File: src/rtl/conv_pkg.sv
// Shared types for the convolution datapath: pixel and 2x2 window layouts
// plus the window-generator frame states.
package conv_pkg;

    typedef logic [7:0]   pixel_t;
    typedef pixel_t [3:0] window_t;

    typedef enum logic [1:0] {
        IDLE   = 2'd0,
        FILL   = 2'd1,
        STREAM = 2'd2
    } win_state_e;

    localparam int WIN_TL = 0;
    localparam int WIN_TR = 1;
    localparam int WIN_BL = 2;
    localparam int WIN_BR = 3;

    // Places four pixels into the slot order the neuron's pixels input expects.
    function automatic window_t pack_window(input pixel_t tl, input pixel_t tr,
                                            input pixel_t bl, input pixel_t br);
        window_t w;
        w[WIN_TL] = tl;
        w[WIN_TR] = tr;
        w[WIN_BL] = bl;
        w[WIN_BR] = br;
        return w;
    endfunction

endpackage

File: src/rtl/conv_window_gen_if.sv
// Pixel-in / window-out bundle between a raster source, the window
// generator and the convolution neuron.
interface conv_window_gen_if;
    import conv_pkg::*;

    logic    pix_valid;
    logic    pix_sof;
    pixel_t  pix_in;
    logic    win_valid;
    window_t win_pixels;
    logic    win_last;
    logic    frame_err;

    modport master (
        output pix_valid, pix_sof, pix_in,
        input  win_valid, win_pixels, win_last, frame_err
    );

    modport slave (
        input  pix_valid, pix_sof, pix_in,
        output win_valid, win_pixels, win_last, frame_err
    );

endinterface

File: src/rtl/conv_window_gen_line_buffer.sv
// One-row pixel store: combinational read of the addressed entry, write on
// the clock edge, so a same-cycle access returns the old value.
module line_buffer
    import conv_pkg::*;
#(
    parameter  int DEPTH = 8,
    localparam int AW    = (DEPTH > 1) ? $clog2(DEPTH) : 1
) (
    input  logic          clk,
    input  logic          i_we,
    input  logic [AW-1:0] i_addr,
    input  pixel_t        i_wdata,
    output pixel_t        o_rdata
);

    pixel_t r_mem [DEPTH];

    assign o_rdata = r_mem[i_addr];

    // NOTE: storage has no reset; every entry is rewritten during row 0
    // before STREAM ever reads it, and a reset would block RAM inference.
    always_ff @(posedge clk) begin
        if (i_we) begin
            r_mem[i_addr] <= i_wdata;
        end
    end

endmodule

File: src/rtl/conv_window_gen.sv
// Raster pixel stream to 2x2 stride-1 windows: frame FSM, col/row counters,
// column-1 holding registers and registered window outputs.
module conv_window_gen
    import conv_pkg::*;
#(
    parameter int IMG_W = 8,
    parameter int IMG_H = 8
) (
    input logic               clk,
    input logic               rst_n,
    conv_window_gen_if.slave  bus
);

    localparam int COL_W = (IMG_W > 1) ? $clog2(IMG_W) : 1;
    localparam int ROW_W = (IMG_H > 1) ? $clog2(IMG_H) : 1;
    localparam logic [COL_W-1:0] COL_MAX = COL_W'(IMG_W - 1);
    localparam logic [ROW_W-1:0] ROW_MAX = ROW_W'(IMG_H - 1);

    win_state_e       r_state;
    win_state_e       w_next_state;
    logic [COL_W-1:0] r_col;
    logic [ROW_W-1:0] r_row;
    pixel_t           r_prev_top;
    pixel_t           r_prev_bot;
    logic             r_win_valid;
    logic             r_win_last;
    logic             r_frame_err;
    window_t          r_win_pixels;

    logic             w_sof;
    logic             w_accept;
    logic             w_fire;
    logic             w_last;
    logic             w_err;
    logic [COL_W-1:0] w_lb_addr;
    pixel_t           w_lb_rdata;

    assign w_sof    = bus.pix_valid & bus.pix_sof;
    assign w_accept = bus.pix_valid & (w_sof | (r_state != IDLE));
    // A sof pixel is always column 0, whatever the counter held before.
    assign w_lb_addr = w_sof ? '0 : r_col;

    line_buffer #(.DEPTH(IMG_W)) u_line_buf (
        .clk     (clk),
        .i_we    (w_accept),
        .i_addr  (w_lb_addr),
        .i_wdata (bus.pix_in),
        .o_rdata (w_lb_rdata)
    );

    // NOTE: every output of this block is defaulted first so no path
    // through the case can leave one unassigned and infer a latch.
    always_comb begin
        w_next_state = r_state;
        w_fire       = 1'b0;
        w_last       = 1'b0;
        w_err        = 1'b0;
        case (r_state)
            IDLE: begin
                if (w_sof) w_next_state = FILL;
            end
            FILL: begin
                if (w_sof) begin
                    w_err = 1'b1;
                end else if (bus.pix_valid && r_col == COL_MAX) begin
                    w_next_state = STREAM;
                end
            end
            STREAM: begin
                if (w_sof) begin
                    w_err        = 1'b1;
                    w_next_state = FILL;
                end else if (bus.pix_valid) begin
                    w_fire = (r_col != '0);
                    if (r_col == COL_MAX && r_row == ROW_MAX) begin
                        w_last       = 1'b1;
                        w_next_state = IDLE;
                    end
                end
            end
            default: w_next_state = IDLE;
        endcase
    end

    // NOTE: non-blocking assignments so every register samples the
    // pre-edge values of the others, independent of statement order.
    always_ff @(posedge clk or negedge rst_n) begin
        if (!rst_n) begin
            r_state <= IDLE;
        end else begin
            r_state <= w_next_state;
        end
    end

    always_ff @(posedge clk or negedge rst_n) begin
        if (!rst_n) begin
            r_col      <= '0;
            r_row      <= '0;
            r_prev_top <= '0;
            r_prev_bot <= '0;
        end else if (w_accept) begin
            r_prev_top <= w_lb_rdata;
            r_prev_bot <= bus.pix_in;
            if (w_sof) begin
                r_col <= COL_W'(1);
                r_row <= '0;
            end else if (r_col == COL_MAX) begin
                r_col <= '0;
                r_row <= (r_row == ROW_MAX) ? '0 : r_row + 1'b1;
            end else begin
                r_col <= r_col + 1'b1;
            end
        end
    end

    always_ff @(posedge clk or negedge rst_n) begin
        if (!rst_n) begin
            r_win_valid  <= 1'b0;
            r_win_last   <= 1'b0;
            r_frame_err  <= 1'b0;
            r_win_pixels <= '0;
        end else begin
            r_win_valid <= w_fire;
            r_win_last  <= w_last;
            r_frame_err <= w_err;
            if (w_fire) begin
                r_win_pixels <= pack_window(r_prev_top, w_lb_rdata,
                                            r_prev_bot, bus.pix_in);
            end
        end
    end

    assign bus.win_valid  = r_win_valid;
    assign bus.win_last   = r_win_last;
    assign bus.frame_err  = r_frame_err;
    assign bus.win_pixels = r_win_pixels;

endmodule

File: src/flat_wrapper.sv
// flat-port wrapper written by rule: the top's interface ports become plain ports
module conv_window_gen_flat import conv_pkg::*;
#(
    parameter int IMG_W = 8,
    parameter int IMG_H = 8
)
  (clk, rst_n, bus_pix_valid, bus_pix_sof, bus_pix_in, bus_win_valid, bus_win_pixels, bus_win_last, bus_frame_err);
  conv_window_gen_if bus_i ();
  input logic clk;
  input logic rst_n;
  input wire logic [$bits(bus_i.pix_valid)-1:0] bus_pix_valid;
  input wire logic [$bits(bus_i.pix_sof)-1:0] bus_pix_sof;
  input wire logic [$bits(bus_i.pix_in)-1:0] bus_pix_in;
  output wire logic [$bits(bus_i.win_valid)-1:0] bus_win_valid;
  output wire logic [$bits(bus_i.win_pixels)-1:0] bus_win_pixels;
  output wire logic [$bits(bus_i.win_last)-1:0] bus_win_last;
  output wire logic [$bits(bus_i.frame_err)-1:0] bus_frame_err;
  assign bus_i.pix_valid = bus_pix_valid;
  assign bus_i.pix_sof = bus_pix_sof;
  assign bus_i.pix_in = bus_pix_in;
  assign bus_win_valid = bus_i.win_valid;
  assign bus_win_pixels = bus_i.win_pixels;
  assign bus_win_last = bus_i.win_last;
  assign bus_frame_err = bus_i.frame_err;
  conv_window_gen #(.IMG_W(IMG_W), .IMG_H(IMG_H)) u_core (.clk(clk), .rst_n(rst_n), .bus(bus_i));
endmodule
File: config.mk
export PLATFORM = sky130hd
export DESIGN_NAME = conv_window_gen_flat
export DESIGN_NICKNAME = d
export VERILOG_FILES = /design/src/rtl/conv_pkg.sv /design/src/rtl/conv_window_gen_if.sv /design/src/rtl/conv_window_gen_line_buffer.sv /design/src/rtl/conv_window_gen.sv /design/src/flat_wrapper.sv
export SDC_FILE = /design/constraint.sdc
export NUM_CORES = 1
export LEC_CHECK = 0
export BUFFER_PORTS_ARGS = -buffer_cell sky130_fd_sc_hd__buf_2
export CORE_MARGIN = 2
export CORE_UTILIZATION = 59
export DETAILED_ROUTE_END_ITERATION = 8
export GPL_TIMING_DRIVEN = 0
export PLACE_DENSITY_LB_ADDON = 0.3
export SYNTH_ARGS = -nofsm -noshare
export SYNTH_HDL_FRONTEND = slang
export SYNTH_SLANG_ARGS = --single-unit
File: constraint.sdc
create_clock -name clk -period 2.9 [get_ports clk]
set_input_delay 0.145 -clock clk [delete_from_list [all_inputs] [get_ports clk]]
set_output_delay 0.145 -clock clk [all_outputs]
set_load 0.03 [all_outputs]
==> After elaboration in Yosys (flattened, before gate mapping) <==
Memories as Yosys holds them, arrays and structs flattened.
Index checks and enable logic that the tools add are counted.
{ "classes": {"add_sub_neg": 2, "n_eq_ne": 9, "n_mux": 24, "bitwise_logic": 3, "reduce_logical": 9} }
{ "ops": {"columns": ["op", "n"], "rows": [
  ["$mux 3", 6],
  ["$mux 2", 6],
  ["$mux 1", 11],
  ["$add 3x1->3 const B", 2],
  ["$eq 3x3->1 const B", 2],
  ["$pmux 2 s3", 1],
  ["$reduce_and 5->1", 1],
  ["$ne 2x1->1 const B", 2],
  ["$reduce_bool 2->1", 2],
  ["$ne 3x1->1 const B", 1],
  ["$ne 3x2->1 const B", 1],
  ["$reduce_bool 3->1", 1],
  ["$and 1x1->1", 2],
  ["$eq 2x1->1 const B", 1],
  ["$eq 2x2->1 const B", 1],
  ["$logic_and 1x1->1", 2],
  ["$logic_not 2->1", 1],
  ["$ne 2x2->1 const B", 1],
  ["$reduce_and 2->1", 1],
  ["$reduce_or 2->1", 1],
  ["$or 1x1->1", 1]
]} }
{ "word_totals": {"register_bits": 59, "ramBits": 64, "in_bits": 12, "output_inout_bits": 35, "word_cells": 60, "memories": 1} }
{ "memory_table": {"columns": ["name", "depth", "width", "read_ports", "rd_ports_with_merged_regs", "write_ports", "line", "text"], "rows": [
  ["u_core.u_line_buf.r_mem", 8, 8, 1, 0, 1, "conv_window_gen_line_buffer.sv:16", "pixel_t r_mem [DEPTH];"]
]} }

==> Depth between registers and ports, before layout <==
Gate-level depths: netlist of run 1.
{ "logic_depth": {"word_depth": 6, "ltp_mapped": 8, "ltp_nobuf": 6} }

==> Hierarchy <==
From an unflattened synthesis of run 1, not the netlist that was laid out.
{ "hier_totals": {"cells_unflattened": 321, "area_unflattened_um2": 5026.1} }
{ "by_module_without_submodules": {"columns": ["mod", "n_inst", "cells_each", "area_each_um2", "seq_area_each_um2"], "rows": [
  ["line_buffer", 1, 121, 2555.0, 1921.8],
  ["conv_window_gen", 1, 200, 2471.1, 1476.4]
]} }

==> Worst setup path after synthesis of run 1 <==
OpenSTA, ideal clock, no wires.
{ "synth_path": {"kind": "register to register", "from": "register u_core.r_state[0]", "to": "memory u_core.u_line_buf.r_mem[1][0] (netlist name) (enable)", "t_arrival_ns": 1.920, "required_time_ns": 2.505, "slack_ns": 0.586, "path_stages_with_launch": 7, "n_path_buf": 1, "synth_period_minus_slack_ns": 2.314, "path_cell_list": "dfrtp_1 > inv_1 > ha_1 > inv_1 > o21ai_4 > buf_2 > nor4_1"} }
{ "synth_via": {"elab_chain_len": 5} }
{ "synth_rtl": {"columns": ["item", "line", "text"], "rows": [
  ["start: declaration", "conv_window_gen.sv:19", "win_state_e r_state;"],
  ["start signal: assignment", "conv_window_gen.sv:91", "r_state <= w_next_state;"],
  ["$reduce_bool 2->1", "conv_window_gen.sv:39", "assign w_accept = bus.pix_valid & (w_sof | (r_state != IDLE));"],
  ["$or 1x1->1", "conv_window_gen.sv:39", null],
  ["$and 1x1->1", "conv_window_gen.sv:39", null],
  ["$mux 1", "conv_window_gen_line_buffer.sv:23", "if (i_we) begin"],
  ["$mux 1 (not written as such)", "conv_window_gen_line_buffer.sv:24", "r_mem[i_addr] <= i_wdata;"],
  ["end: declaration", "conv_window_gen_line_buffer.sv:16", null]
]} }
Every way passes these cells.

==> Worst setup path after layout of run 1 <==
{ "layout_path": {"from": "register u_core.r_state[0]", "to": "memory u_core.u_line_buf.r_mem[0][3] (netlist name) (enable)"} }
Same word-level chain as after synthesis.

==> impl_metrics.json, run 1 <==
{
  "status": "completed",
  "drt_pass1_iterations": 4,
  "async_reset_ff_frac": 0.4797,
  "hold_path.class": "in -> reg",
  "hold_viol": 0,
  "clockRootBuffer": "clkbuf_8",
  "cts_buffers": 17,
  "clk_path_buf_depth": 2,
  "clk_pin_slew_ns": 0.06,
  "area_delta_synth_final_pct": 22.15,
  "synth_edf_count": 64,
  "vias": 3221,
  "drive_above_1_share": 0.3364,
  "syn_nets": 368,
  "yosysUniqueCellTypes": 43,
  "avgSynthCellArea_um2": 14.62,
  "p_switching_w": 0.002446,
  "r2r_start": "u_core.r_state[0]",
  "drc": 0,
  "slew_violations": 0,
  "place_congestion": 0.8337,
  "dieArea_mm2": 0.009357,
  "maxCapViolations": 0,
  "fin_skew_ns": 0.005462,
  "synth-seq-area-share": 0.6698,
  "min_from": "bus_pix_valid",
  "syn_area_mm2": 0.005074,
  "crit_path_max_incr_delay_ns": 0.78,
  "path_class": "reg -> reg",
  "pre_cts_ws_ns": 0.1925,
  "powerDensity_mw_per_mm2": 1106,
  "fin_ws_ns": 0.4249,
  "yosysTopAreaCell": "edfxtp_1",
  "reg2reg_slack_ns": 0.42,
  "coreArea_mm2": 0.008258,
  "seq_power_share": 0.362,
  "rsz0062_at_grt": "no",
  "vias_per_cell": 5.943,
  "required_ns": 3.05,
  "p_comb_frac": 0.329,
  "reg2regPathDepth": 6,
  "cts_tree": "done",
  "cp.depth": 6,
  "final_cell_mix": "edfxtp_1, dfrtp_1, buf_2, mux2_2, clkbuf_16",
  "clk_latency_ns": 0.53,
  "start_kind": "flop",
  "tightest_slew_ns": 0.9759,
  "min_period_ns": 2.475,
  "grt_pass1_wl_mm": 17.68,
  "holdPathEnd": "u_core.bus.win_pixels[15]",
  "finalCritPeriodShare": 0.8535,
  "antenna_left": 0,
  "fmax_mhz": 404.0,
  "end_kind": "flop",
  "intPower_w": 0.004406,
  "grt_max_degree": 60,
  "cp_slowest_cell": "a21oi_1",
  "utilization": 0.7505,
  "chipHeight_um": 96.73,
  "fin_nets": 445,
  "drtIter0Drc": 268,
  "vdd_drop_max_mv": 0.6912,
  "p_sw_frac": 0.3570,
  "cp.arrival_ns": 2.62,
  "die_x_um": 96.73,
  "clock-sinks": 123,
  "synthFlopType": "edfxtp_1",
  "slew_headroom": 0.3440,
  "ys_top_cells_by_area": "edfxtp_1, dfrtp_1, mux2_2, mux2i_1, ha_1",
  "timing.rr.end": "u_core.u_line_buf.r_mem[0][3]",
  "htree_levels": 4,
  "diodes": 0,
  "mostFrequentLayoutCell": "edfxtp_1",
  "wl_per_cell_um": 19.95,
  "path_delay_family": "compound AO/OA/AOI/OAI gates",
  "yosysTopAreaCellShare": 0.3788,
  "hold_depth": 4,
  "grt_util_all_layers": 0.2482,
  "path_max_fanout": 10,
  "overflow": 0,
  "start_util": 0.6144,
  "setup-violations-final": 0,
  "grt_pass1_vias": 3355,
  "ys_seq_elements": 123,
  "syn_inst": 347,
  "path_cells": "inv_1, ha_1, inv_1, o21ai_4, clkbuf_1, a21oi_1",
  "yosys_warnings": 0,
  "cpMostUsedCell": "inv_1",
  "antenna_found_initial": 0,
  "clockPowerShare": 0.309,
  "portBuffers": 46,
  "row_count": 33,
  "routed_wl_mm": 10.82,
  "pin_count": 47,
  "path_buf_inv": 3,
  "leakagePower_nw": 2.540,
  "dp_hpwl_mm": 6.944,
  "cts_setup_buffers": 0
}
flip-flops by register name, summed over array words and instances (netlist names):
signal	flops
u_core.u_line_buf.r_mem	64
u_core.bus.win_pixels	32
u_core.r_prev_bot	8
u_core.r_prev_top	8
u_core.r_col	3
u_core.r_row	3
u_core.r_state	2
u_core.bus.frame_err	1
u_core.bus.win_last	1
u_core.bus.win_valid	1
cells by family (layout without fill, tap and decap cells):
group / Yosys count / after routing / synth area share
mux: 54 / 54 / 0.1159
simple gates: 79 / 79 / 0.08459
fa+ha+maj: 9 / 9 / 0.02220
flops: 123 / 123 / 0.6698
compound gates: 52 / 52 / 0.07719
buf+inv: 30 / 120 / 0.03033
tightest hold or removal path: cells and delay by family:
kind,cells,cell delay (ns)
AOI/OAI and AO/OA,2,0.18
buffers and inverters,1,0.14
and+or+nand+nor,1,0.06
final cells by class:
class | instances | area [um^2]
multi-input combinational | 194 | 1556
clock inverter | 12 | 122.6
sequential | 123 | 3398
clock buffer | 20 | 489.2
tap | 105 | 131.4
inverter | 8 | 30.03
fill | 482 | 2061
timing repair buffer | 58 | 345.3
buffer | 22 | 123.9
cells in the mapped netlist (2+ instances only):
master,number
nor4_1,4
a22oi_1,2
and3b_1,2
inv_1,8
o21ai_1,4
nand3_1,8
nand3b_1,13
clkbuf_1,7
o21a_1,2
nor2b_1,2
a31oi_1,7
a2111oi_2,6
buf_4,4
mux2_1,2
buf_2,9
ha_1,9
nor2_1,10
edfxtp_1,64
o21ai_0,7
a21boi_1,2
nand2_1,17
and3_1,2
a21oi_1,12
mux2i_1,16
dfrtp_1,59
o22ai_1,3
buf_6,2
mux2_2,36
nor3_1,14
worst max path at each step:
stage                                  from                       endpoint  slack [ns]
after detailed placement  u_core.r_state[0]  u_core.u_line_buf.r_mem[6][4]        0.19
after global placement    u_core.r_state[0]  u_core.u_line_buf.r_mem[2][0]       -0.06
after CTS                 u_core.r_state[0]  u_core.u_line_buf.r_mem[6][5]        0.18
after global routing      u_core.r_state[1]  u_core.u_line_buf.r_mem[0][7]        0.23
after floorplan           u_core.r_state[0]  u_core.u_line_buf.r_mem[1][0]        0.59
final                     u_core.r_state[0]  u_core.u_line_buf.r_mem[0][3]        0.42
power by group through the flow:
stage	sequential, W	clock (W)	combinational, W
final	0.00248	0.00211	0.00225
after global routing	0.00253	0.00222	0.00242
after CTS	0.00248	0.00214	0.00226
after detailed placement	0.00250	0	0.00221
after global placement	0.00248	0	0.00212
after floorplan	0.00290	0	0.00115
through the flow:
step                      instances  hold WS [ns]  power [W]  setup TNS [ns]  instance area, um^2
after floorplan                 347       -0.1506   0.004046               0                 5074
final                           542       0.05335   0.006852               0                 6197
after global routing            542        0.1012   0.007173               0                 6197
after global placement          498        0.4575   0.004599          -1.008                 5435
after CTS                       542       0.04331   0.006874               0                 6185
after detailed placement        501        0.4666   0.004712               0                 5483
what timing repair did:
action	4_1_cts	5_1_grt
endpoints found under the hold margin	126	0
setup endpoints to repair	0	8
hold buffers	9	0
gates resized for setup	0	2
layer usage:
layer	share of wire	vias up	track usage
met4	0.023	0	0.1138
met1	0.41	1637	0.3085
met2	0.52	111	0.4151
met5	0	-	0
li1	-	1452	-
met3	0.055	21	0.05853
Note: power is estimated with default switching activity, not from simulation.
==> inputs of run 2 (changes only) <==
- ABC_AREA: default -> 1
==> impl_metrics.json, run 2 <==
{
  "hold_viol": 0,
  "dp_hpwl_mm": 7.243,
  "synthFlopType": "edfxtp_1",
  "largest_reg_flops": 64,
  "path_class": "reg -> reg",
  "powerDensity_mw_per_mm2": 1051,
  "place_congestion": 0.9024,
  "yosysUniqueCellTypes": 21,
  "drtIter0Drc": 235,
  "grt_pass1_wl_mm": 18.62,
  "synth_edf_count": 64,
  "hold_depth": 4,
  "drive_above_1_share": 0.1715,
  "pin_count": 47,
  "slew_headroom": 0.4375,
  "path_max_fanout": 10,
  "yosysTopAreaCell": "edfxtp_1",
  "overflow": 0,
  "syn_nets": 521,
  "min_period_ns": 2.441,
  "synth-seq-area-share": 0.6603,
  "antenna_left": 0,
  "cts_setup_buffers": 0,
  "slew_violations": 0,
  "status": "completed",
  "clock-sinks": 123,
  "fin_skew_ns": 0.006800,
  "final_cells": 697,
  "row_count": 34,
  "syn_area_mm2": 0.005146,
  "ys_top_cells_by_area": "edfxtp_1, dfrtp_1, nand2_1, inv_1, nand3_1",
  "p_total_w": 0.006561,
  "avgSynthCellArea_um2": 10.29,
  "dp.cells": 654,
  "end_kind": "flop",
  "antenna_found_initial": 0,
  "min_from": "bus_pix_sof",
  "fmax_mhz": 409.6,
  "start_kind": "flop",
  "clk_path_buf_depth": 2,
  "die_x_um": 97.40,
  "r2r_start": "u_core.r_col[0]",
  "clk_pin_slew_ns": 0.06,
  "hold_path.class": "in -> reg",
  "finalCritPeriodShare": 0.8419,
  "maxCapViolations": 0,
  "startpoint": "u_core.r_col[0]",
  "mostFrequentLayoutCell": "nand2_1",
  "yosysTopAreaCellShare": 0.3735,
  "drc": 0,
  "seqCellArea_mm2": 0.003398,
  "dieArea_mm2": 0.009486,
  "vias_per_cell": 5.336,
  "area_delta_synth_final_pct": 21.32,
  "grt_pass1_vias": 3663,
  "grt_max_degree": 60,
  "fin_nets": 597,
  "final_cell_mix": "nand2_1, edfxtp_1, inv_1, buf_2, dfrtp_1",
  "routed_wl_mm": 11.51,
  "vias": 3719,
  "leakagePower_nw": 2.962,
  "cp.arrival_ns": 2.58,
  "chipHeight_um": 97.40,
  "syn_inst": 500,
  "clk_latency_ns": 0.52,
  "synth.most_common_cell": "nand2_1",
  "tightest_slew_ns": 0.8407,
  "pre_cts_ws_ns": 0.5154,
  "drt_pass1_iterations": 6,
  "wl_per_cell_um": 16.51,
  "setup-violations-final": 0,
  "regMostFlops": "u_core.u_line_buf.r_mem",
  "cts_buffers": 17,
  "vdd_drop_max_mv": 0.5356,
  "required_ns": 3.04,
  "coreArea_mm2": 0.008593,
  "portBuffers": 46,
  "htree_levels": 4,
  "yosys_warnings": 0,
  "ys_top_cells_by_count": "nand2_1, edfxtp_1, inv_1",
  "ys_seq_elements": 123,
  "diodes": 0,
  "nFillCells": 583,
  "reg2regPathDepth": 6,
  "fin_ws_ns": 0.4586,
  "grt_util_all_layers": 0.2574,
  "rsz0062_at_grt": "no",
  "async_reset_ff_frac": 0.4797,
  "multiInputGateArea_mm2": 0.001408,
  "timing.setup.tns_ns": 0,
  "holdWs_ns": 0.1217,
  "cts_tree": "done",
  "start_util": 0.5989,
  "clockRootBuffer": "clkbuf_8"
}
[run 2: cell types whose count changed in the layout (fill, tap and decap cells not counted), moves of 11 or more]
| cell | before | now |
|---|---|---|
| nor3_1 | 13 | 0 |
| mux2_2 | 36 | 0 |
| nand3_1 | 8 | 39 |
| a21oi_1 | 12 | 0 |
| inv_1 | 8 | 62 |
| nor2_1 | 10 | 21 |
| nand2_1 | 17 | 148 |
| o21ai_0 | 7 | 27 |
| nand3b_1 | 13 | 24 |
| mux2i_1 | 16 | 0 |
[run 2: report_power, final]
group	total, W	internal (W)	switching (W)
registers	0.00248	0.00226	0.000216
clock network	0.00215	0.00138	0.000770
logic	0.00193	0.000550	0.00138
[run 2: critical path: stages (launching register included)]
cell,delay (ns)
dfrtp_1,0.38
buf_2,0.18
nand2_2,0.14
clkinv_1,0.32
nor2_1,0.27
inv_1,0.12
nor2_1,0.65
[run 2: final cells by class]
cell class / count / share of cell area
multi-input cells: 293 / 0.2255
repair buffers: 57 / 0.05491
inverters: 65 / 0.03908
clock buffers: 21 / 0.07876
well taps: 108 / 0.02164
plain buffers: 19 / 0.01543
flip-flops and latches: 123 / 0.5443
clock inverters: 11 / 0.02044
[run 2: final timing paths]
check	to	slack, ns
setup reg to reg	u_core.u_line_buf.r_mem[4][5]	0.46
hold / removal	u_core.r_state[0]	0.12
setup / recovery	u_core.u_line_buf.r_mem[4][5]	0.46
hold reg to reg	u_core.bus.win_pixels[20]	0.47
max in group asynchronous	u_core.bus.win_pixels[26]	2.18
min in group asynchronous	u_core.r_state[0]	0.23
[run 2: kinds of logic after synthesis]
kind of cell,after synthesis,share of synthesized area
buffers and inverters,84,0.06613
and+or+nand+nor,238,0.2035
AOI/OAI and AO/OA,46,0.04814
DFF,123,0.6603
adders and majority gates,9,0.02188
[run 2: metal layers]
layer	global-route usage	up-vias	wire length (um)
met5	0	-	0
met4	0.1026	0	167
met3	0.05612	14	640
met2	0.4196	131	5706
met1	0.3402	1796	4991
li1	-	1778	-
[run 2: repair_timing]
item / 4_1_cts / 5_1_grt
hold buffers: 11 / 0
resized for setup: 0 / 0
endpoints found under the hold margin: 126 / 0
[run 2: metrics by stage]
stage	instance area [um^2]	utilization
2_1_floorplan	5146	-
3_3_place_gp	5512	0.6414
3_5_place_dp	5512	0.6414
4_1_cts	6241	0.7263
5_1_grt	6243	0.7266
6_report	6243	0.7266
==> inputs of run 3 (changes only) <==
- ABC_AREA: 1 -> 0
- CORE_UTILIZATION: 59 -> 53
- clock period: 2.9 -> 2 ns (I/O delays scaled with it)
==> impl_metrics.json, run 3 (synthesis gave the netlist of run 1 again) <==
{
  "status": "completed",
  "place_congestion": 0.8111,
  "setup-violations-final": 0,
  "end_kind": "flop",
  "diodes": 0,
  "portBuffers": 46,
  "vias": 3186,
  "drt_pass1_iterations": 4,
  "mostFrequentLayoutCell": "edfxtp_1",
  "chipHeight_um": 101.8,
  "min_period_ns": 1.948,
  "clk_latency_ns": 0.52,
  "die_x_um": 101.8,
  "fin_nets": 453,
  "fin_ws_ns": 0.05162,
  "maxCapViolations": 0,
  "holdWs_ns": 0.01018,
  "p_total_w": 0.009968,
  "regMostFlops": "u_core.u_line_buf.r_mem",
  "drc": 0,
  "leakagePower_nw": 2.631,
  "slew_violations": 0,
  "path_class": "reg -> reg",
  "slew_headroom": 0.5024,
  "path_max_fanout": 10,
  "start_kind": "flop",
  "fin_skew_ns": 0.009048,
  "drive_above_1_share": 0.3640,
  "hold_viol": 0,
  "overflow": 0,
  "antenna_left": 0,
  "grt_max_degree": 60,
  "placed_area_mm2": 0.005530,
  "finalCritPeriodShare": 0.9742,
  "routed_wl_mm": 10.96,
  "vdd_drop_max_mv": 1.029,
  "hold_path.class": "in -> reg",
  "tightest_slew_ns": 0.7463,
  "drtIter0Drc": 145,
  "cts_buffers": 17,
  "row_count": 35,
  "required_ns": 2.40,
  "clockRootBuffer": "clkbuf_8",
  "clk_path_buf_depth": 2,
  "grt_pass1_wl_mm": 16.44,
  "clock-sinks": 123,
  "largest_reg_flops": 64,
  "htree_levels": 4,
  "clk_pin_slew_ns": 0.06,
  "cts_tree": "done",
  "area_delta_synth_final_pct": 27.30,
  "final_cell_mix": "edfxtp_1, dfrtp_1, buf_2, mux2_2, clkbuf_16",
  "pre_cts_ws_ns": -0.4083,
  "grt_pass1_vias": 3205,
  "powerDensity_mw_per_mm2": 1543,
  "vias_per_cell": 5.551,
  "pin_count": 47,
  "antenna_found_initial": 0,
  "cp.arrival_ns": 2.35,
  "grt_util_all_layers": 0.2144,
  "coreArea_mm2": 0.009284,
  "utilization": 0.6957,
  "dp_hpwl_mm": 6.746,
  "start_util": 0.5465,
  "wl_per_cell_um": 19.09,
  "dieArea_mm2": 0.01037,
  "fmax_mhz": 513.2,
  "stdcell_area_mm2": 0.006459
}
-- run 3: changes by cell type in the layout (fill, tap and decap cells not counted), sizes merged, moves of 16 or more --
| cell | change |
|---|---|
| nand2 | -132 |
| o21ai | -30 |
| mux2 | +38 |
| inv | -57 |
| mux2i | +16 |
| nand3 | -31 |
-- run 3: metal layers --
layer / wire length (um) / part of all wire / vias up / GRT usage
li1: - / - / 1473 / -
met3: 559 / 0.051 / 16 / 0.04378
met2: 5587 / 0.51 / 110 / 0.3527
met5: 0 / 0 / - / 0
met4: 185 / 0.017 / 0 / 0.09641
met1: 4624 / 0.42 / 1587 / 0.2776
-- run 3: final cells by class --
class	count	area, um^2
inverter	8	30.03
tap	129	161.4
multi-input combinational	194	1655
timing repair buffer	66	474.2
clock buffer	24	524.3
fill	631	2825
buffer	22	162.7
sequential	123	3398
clock inverter	8	52.55
-- run 3: final timing paths --
path,start,depth (start not counted),end,slack [ns]
max,u_core.r_col[1],8,u_core.bus.win_pixels[30],0.05
min,bus_pix_sof,4,u_core.bus.win_pixels[15],0.01
max reg2reg,u_core.r_col[1],8,u_core.bus.win_pixels[30],0.05
min reg2reg,u_core.r_prev_top[5],2,u_core.r_prev_top[5],0.48
max in group asynchronous,rst_n,2,u_core.r_prev_bot[0],1.31
min in group asynchronous,rst_n,2,u_core.r_row[0],0.18
-- run 3: power by group --
group	total, W	internal (W)	switching (W)
registers	0.00358	0.00330	0.000286
logic	0.00350	0.00132	0.00218
clock network	0.00288	0.00181	0.00107
-- run 3: critical path, cell delays in order, from the launching register on --
cell and delay, ns:
dfrtp_1 0.35, buf_4 0.17, inv_1 0.11, buf_6 0.18
ha_2 0.20, a21boi_4 0.17, buf_12 0.14, buf_6 0.15
mux2_2 0.35
-- run 3: metrics by stage --
step,cells,TNS (ns)
after floorplan,347,-10.06
after global placement,522,-41.42
after detailed placement,526,-16.57
after CTS,571,-0.6137
after global routing,574,-0.06675
final,574,0
-- run 3: repair_timing --
item,4_1_cts,5_1_grt
resized for setup,16,22
endpoints found under the setup margin,87,87
hold buffers,10,0
pin swaps,5,3
buffers inserted,3,2
hold endpoints to repair,136,0
gates cloned,0,1
